$ cat src/rtl/trd_sched.sv
// trd_sched: per-cycle round-robin issue scheduler for the 8-thread barrel core, with per-thread
// OFF/RDY/MISS tracking and a minimum re-issue distance. Define TRD_SCHED_PERF_EN to add the
// perf_clr input and the saturating idle_cyc / miss_cyc counters.
module trd_sched #(
  parameter int NUM_TRD   = 8,
  parameter int ISSUE_GAP = 4
) (
  input  logic               clk,
  input  logic               rst_n,
  input  logic [NUM_TRD-1:0] trd_start,
  input  logic [NUM_TRD-1:0] trd_halt,
  input  logic               i_miss,
  input  logic [2:0]         i_miss_trd,
  input  logic               d_miss,
  input  logic [2:0]         d_miss_trd,
  input  logic               refill_done,
  input  logic [2:0]         refill_trd,
  input  logic               stall,
  output logic [2:0]         cur_trd,
  output logic               cur_vld,
  output logic [NUM_TRD-1:0] trd_rdy,
  output logic [NUM_TRD-1:0] trd_miss,
  output logic               all_off
`ifdef TRD_SCHED_PERF_EN
  ,
  input  logic               perf_clr,
  output logic [31:0]        idle_cyc,
  output logic [31:0]        miss_cyc
`endif
);
  localparam int CW = ISSUE_GAP > 1 ? $clog2(ISSUE_GAP) : 1;
  typedef enum logic [1:0] {OFF, RDY, MISS} st_e;
  st_e                r_st   [NUM_TRD];
  st_e                w_nxt  [NUM_TRD];
  logic [CW-1:0]      r_cool [NUM_TRD];
  logic [NUM_TRD-1:0] w_miss;
  logic [NUM_TRD-1:0] w_ref;
  logic [NUM_TRD-1:0] w_elig;
  logic [2:0]         r_ptr;
  logic [2:0]         w_win;
  logic               w_any;
  // per-thread event decode, next state (halt > miss > refill > start) and eligibility
  always_comb begin
    for (int t = 0; t < NUM_TRD; t++) begin
      w_miss[t] = (i_miss && i_miss_trd == 3'(t)) || (d_miss && d_miss_trd == 3'(t));
      w_ref[t]  = refill_done && refill_trd == 3'(t);
      w_nxt[t]  = trd_halt[t] ? OFF :
                  (w_miss[t] && r_st[t] == RDY) ? MISS :
                  (w_ref[t] && r_st[t] == MISS) ? RDY :
                  (trd_start[t] && r_st[t] == OFF) ? RDY : r_st[t];
      w_elig[t] = r_st[t] == RDY && r_cool[t] == '0 && !w_miss[t] && !trd_halt[t];
    end
  end
  // round-robin pick: scan downward so the smallest offset from r_ptr+1 overwrites last
  always_comb begin
    w_any = |w_elig;
    w_win = r_ptr;
    for (int i = NUM_TRD; i >= 1; i--)
      if (w_elig[3'(int'(r_ptr) + i)]) w_win = 3'(int'(r_ptr) + i);
  end
  // thread state register
  always_ff @(posedge clk or negedge rst_n) begin
    if (!rst_n)
      for (int t = 0; t < NUM_TRD; t++) r_st[t] <= t == 0 ? RDY : OFF;
    else
      for (int t = 0; t < NUM_TRD; t++) r_st[t] <= w_nxt[t];
  end
  // issue register, rotation pointer and cooldown counters (cooldown keeps running under stall)
  always_ff @(posedge clk or negedge rst_n) begin
    if (!rst_n) begin
      cur_trd <= '0;
      cur_vld <= 1'b0;
      r_ptr   <= 3'd7;
      for (int t = 0; t < NUM_TRD; t++) r_cool[t] <= '0;
    end else begin
      if (!stall) begin
        cur_vld <= w_any;
        if (w_any) begin
          cur_trd <= w_win;
          r_ptr   <= w_win;
        end
      end
      for (int t = 0; t < NUM_TRD; t++)
        r_cool[t] <= trd_halt[t] ? '0 :
                     (!stall && w_any && w_win == 3'(t)) ? CW'(ISSUE_GAP - 1) :
                     (r_cool[t] != '0) ? r_cool[t] - 1'b1 : '0;
    end
  end
  // status flags decoded straight from the state registers
  always_comb begin
    all_off = 1'b1;
    for (int t = 0; t < NUM_TRD; t++) begin
      trd_rdy[t]  = r_st[t] == RDY;
      trd_miss[t] = r_st[t] == MISS;
      all_off     = all_off && r_st[t] == OFF;
    end
  end
`ifdef TRD_SCHED_PERF_EN
  // saturating idle / miss cycle counters
  always_ff @(posedge clk or negedge rst_n) begin
    if (!rst_n) begin
      idle_cyc <= '0;
      miss_cyc <= '0;
    end else if (perf_clr) begin
      idle_cyc <= '0;
      miss_cyc <= '0;
    end else begin
      if (!stall && !w_any && idle_cyc != '1) idle_cyc <= idle_cyc + 1'b1;
      if (|trd_miss && miss_cyc != '1) miss_cyc <= miss_cyc + 1'b1;
    end
  end
`endif
endmodule

$ cat config.mk
export PLATFORM = sky130hd
export DESIGN_NAME = trd_sched
export DESIGN_NICKNAME = d
export VERILOG_FILES = /design/src/rtl/trd_sched.sv
export SDC_FILE = /design/constraint.sdc
export NUM_CORES = 1
export LEC_CHECK = 0
export BUFFER_PORTS_ARGS = -buffer_cell sky130_fd_sc_hd__buf_2
export CAP_MARGIN = 10
export CELL_PAD_IN_SITES_DETAIL_PLACEMENT = 1
export CELL_PAD_IN_SITES_GLOBAL_PLACEMENT = 2
export CORE_UTILIZATION = 31
export DETAILED_ROUTE_END_ITERATION = 10
export PLACE_DENSITY_LB_ADDON = 0.1
export SETUP_SLACK_MARGIN = 0.05
export SLEW_MARGIN = 0
export SYNTH_ARGS = -nofsm -noshare
export SYNTH_HDL_FRONTEND = slang
export SYNTH_SLANG_ARGS = --single-unit
$ cat constraint.sdc
create_clock -name clk -period 4.7 [get_ports clk]
set_clock_uncertainty 0.1 [all_clocks]
set_input_delay 0.47 -clock clk [delete_from_list [all_inputs] [get_ports clk]]
set_output_delay 0.47 -clock clk [all_outputs]
set_load 0.03 [all_outputs]
==> reports/results.ini <==
[hold_path]
timing.hold.worst.class=input pin to asynchronous set/reset pin

[clock_network]
clk_latency_ns=0.30
ctsLongestPathBuffers=2
cts_setup_buffers=0
cts_tree=done
clock-sinks=39
clock-root-buffer=clkbuf_8
cts-resized-gates=0
cts_hold_repair.buffers=0
numCtsBuffers=5
clk_pin_slew_worst_paths_ns=0.10
htreeDepth=2

[floorplanning]
dieArea_um2=10300
io-pin-count=52
die_w_um=101
core_rows=35
initial_utilization_pct=32.5
chipHeight_um=101
placeableCoreArea_um2=9420

[logic_synthesis]
synth.cell_area_um2=3060
synth_top_cell_by_area=dfrtp_1
yosys.cell_types.count=66
netlist_top_cells_area=dfrtp_1 (29%), mux4_2 (5.2%), dfstp_2 (3.4%)
seq_area_frac_synth_pct=32.1
synth_fp_nets=358
asyncSetResetFlopFracSynth_pct=100
yosys_register_bits=39
synth_edf_count=0
yosysWarnings=0
synth_ff_type=dfrtp_1
post-synth-top-area-fraction_pct=28.6
syn_area_cell_um2=9.41
synthesized_netlist_cell_count=325

[sta]
unrepaired_setup_endpoints_after_global_routing=no
final_hold_viol_count=0
setup-tns-final_ns=0
final_period_minus_worst_setup_slack_ns=4.05
worst-slew-pin-transition_ns=0.939
finalCritPeriodShare_pct=86.2
max_clock_freq_ghz=0.247
maxSlewViolCount=0
worst_slew_margin_rel_pct=37.4
finalSetupViolCount=0

[placement]
hpwlAfterDp_um=7840
detailed_place.area_um2=3480
gpl.final_weighted_congestion=0.894
io_buffers=51

[worst_setup_path]
critPathKind=flop to flop
worst_ep_arrival_time_ns=4.15
required_ns=4.80
cp-start-kind=flop
end_kind=flop
critical_path_peak_fanout=7

[final_layout]
post_route_cell_area_um2=3620
area_delta_synth_final_pct=18.3
fin_util_pct=38.4
post_route_cells_drive_above_1_share_pct=24.9
num_antenna_cells=0
fin_nets=413

[global_route]
grt_max_degree=40
grt_pass1_vias=2930
globalRoute.totalOverflow=0
antenna_found_initial=0
grt_pass1_wl_um=16100
grt.total_usage_pct=20.5

[detailed_routing]
routed_via_density=5.73
post_drt_wl_per_cell_um=19.6
drtIter0Drc=130
finalWirelength_um=9990
drt_pre_antenna_iters=4
antenna_violating_nets_post_route=0
drt_drc_violations_left=0
dr_total_vias=2922

[job]
max-cap-violations=0

[run_status]
status=finished, final reports clean

[power]
p_per_area_nw_per_um2=656
vdd_ir_drop_max_v=0.000292
p_leak_uw=0.00148
power.total_uw=2370

==> cell families (layout without fill, tap and decap cells) <==
kind of cell             Yosys count  count (layout)  synth area share (%)
AO/OA/AOI/OAI                     87              87                  21.8
buffers and inverters             29              85                  3.56
AND/OR/NAND/NOR                  141             141                  28.5
adder cells (fa/ha/maj)            2               2                 0.818
flip-flops                        39              39                  32.1
multiplexers                      22              22                  11.3
XOR/XNOR                           5               5                  2.05
==> power breakdown <==
group	switching, uW	total (uW)	internal (uW)
registers	117	547	430
logic	888	1470	586
clock network	139	355	216
total	1140	2370	1230
==> synth_stat cells, types with 2 or more instances <==
cell,n
o21ai_0,21
o32ai_1,8
mux4_1,2
nand2_1,28
or4b_1,4
and4b_1,5
clkbuf_1,6
o22ai_1,5
or4bb_1,2
nand2b_1,12
mux2_2,4
or4_1,3
mux4_2,7
and4_1,2
a31oi_1,2
nand4_1,6
nand3_1,5
nor2b_1,12
a22oi_1,2
xnor2_1,2
dfrtp_1,35
nor4b_1,6
a311o_1,3
inv_1,18
a221oi_1,9
dfstp_2,4
o221ai_1,2
inv_2,2
nor4_1,11
a31o_2,2
a21oi_1,16
xor2_1,2
clkinv_1,2
mux2i_1,9
o2bb2ai_1,2
nor2_1,24
nand4b_1,7
nor4bb_1,4
ha_1,2
==> placed cells by master, fill, tap and decap left out, types with 5 or more instances in the layout <==
cell type	n
mux2i_1	9
dfrtp_1	35
a221oi_1	9
o21ai_0	21
nand4b_1	7
clkbuf_8	5
nand3_1	5
nand2_1	28
o22ai_1	5
nand2b_1	12
nor2b_1	12
nor4b_1	6
nand4_1	6
inv_1	18
mux4_2	7
nor2_1	24
nor4_1	11
buf_2	51
a21oi_1	16
o32ai_1	8
and4b_1	5
==> through the flow <==
stage / hold WS (ns) / setup WS (ns) / instances
CTS: 0.236 / 0.704 / 510
global route: 0.272 / 0.415 / 510
detailed placement: 0.368 / 0.722 / 502
floorplan: 0.0744 / 1.25 / 325
finish: 0.191 / 0.651 / 510
global placement: 0.361 / 0.787 / 502
==> sequential cells by signal, indices dropped and copies added (netlist names) <==
signal and flops:
r_cool 16, r_st 16, cur_vld 1, cur_trd 3, r_ptr 3
==> per-layer routing <==
layer	vias to the layer above	global-route usage, %	part of all wire [%]
li1	1389	-	-
met1	1472	28.7	49
met2	57	34.4	47
met3	4	2.62	3.0
met4	0	3.46	0.55
met5	-	0	0
==> area by class of cell <==
| class | count | area [um^2] |
|---|---|---|
| clock buffers | 5 | 68.8 |
| well taps | 129 | 161 |
| multi-input cells | 257 | 1970 |
| repair buffers | 55 | 285 |
| clock inverters | 3 | 71.3 |
| fillers | 1112 | 5800 |
| flip-flops and latches | 39 | 981 |
| inverters | 22 | 82.6 |
==> critical path: stages (launching register included) <==
cell and delay [ns]:
dfstp_2 0.59, or4b_1 0.46, nor4_1 0.62, mux2i_1 0.32
mux4_2 0.56, a311o_1 0.40, a221oi_4 0.28, o211a_4 0.29
nand2_4 0.08, o32ai_1 0.25
==> path summary, 6_finish.rpt <==
check | startpoint | endpoint | cells after the start | slack, ns
min in group clk | trd_halt[5] | r_st[5] | 2 | 0.27
max | r_st[14] | r_cool[13] | 9 | 0.65
max reg2reg | r_st[14] | r_cool[13] | 9 | 0.65
min reg2reg | r_cool[10] | r_cool[10] | 1 | 0.38
max in group asynchronous | rst_n | r_cool[15] | 1 | 3.70
min | rst_n | r_st[4] | 1 | 0.19
Power figures use the tool's default switching activity.
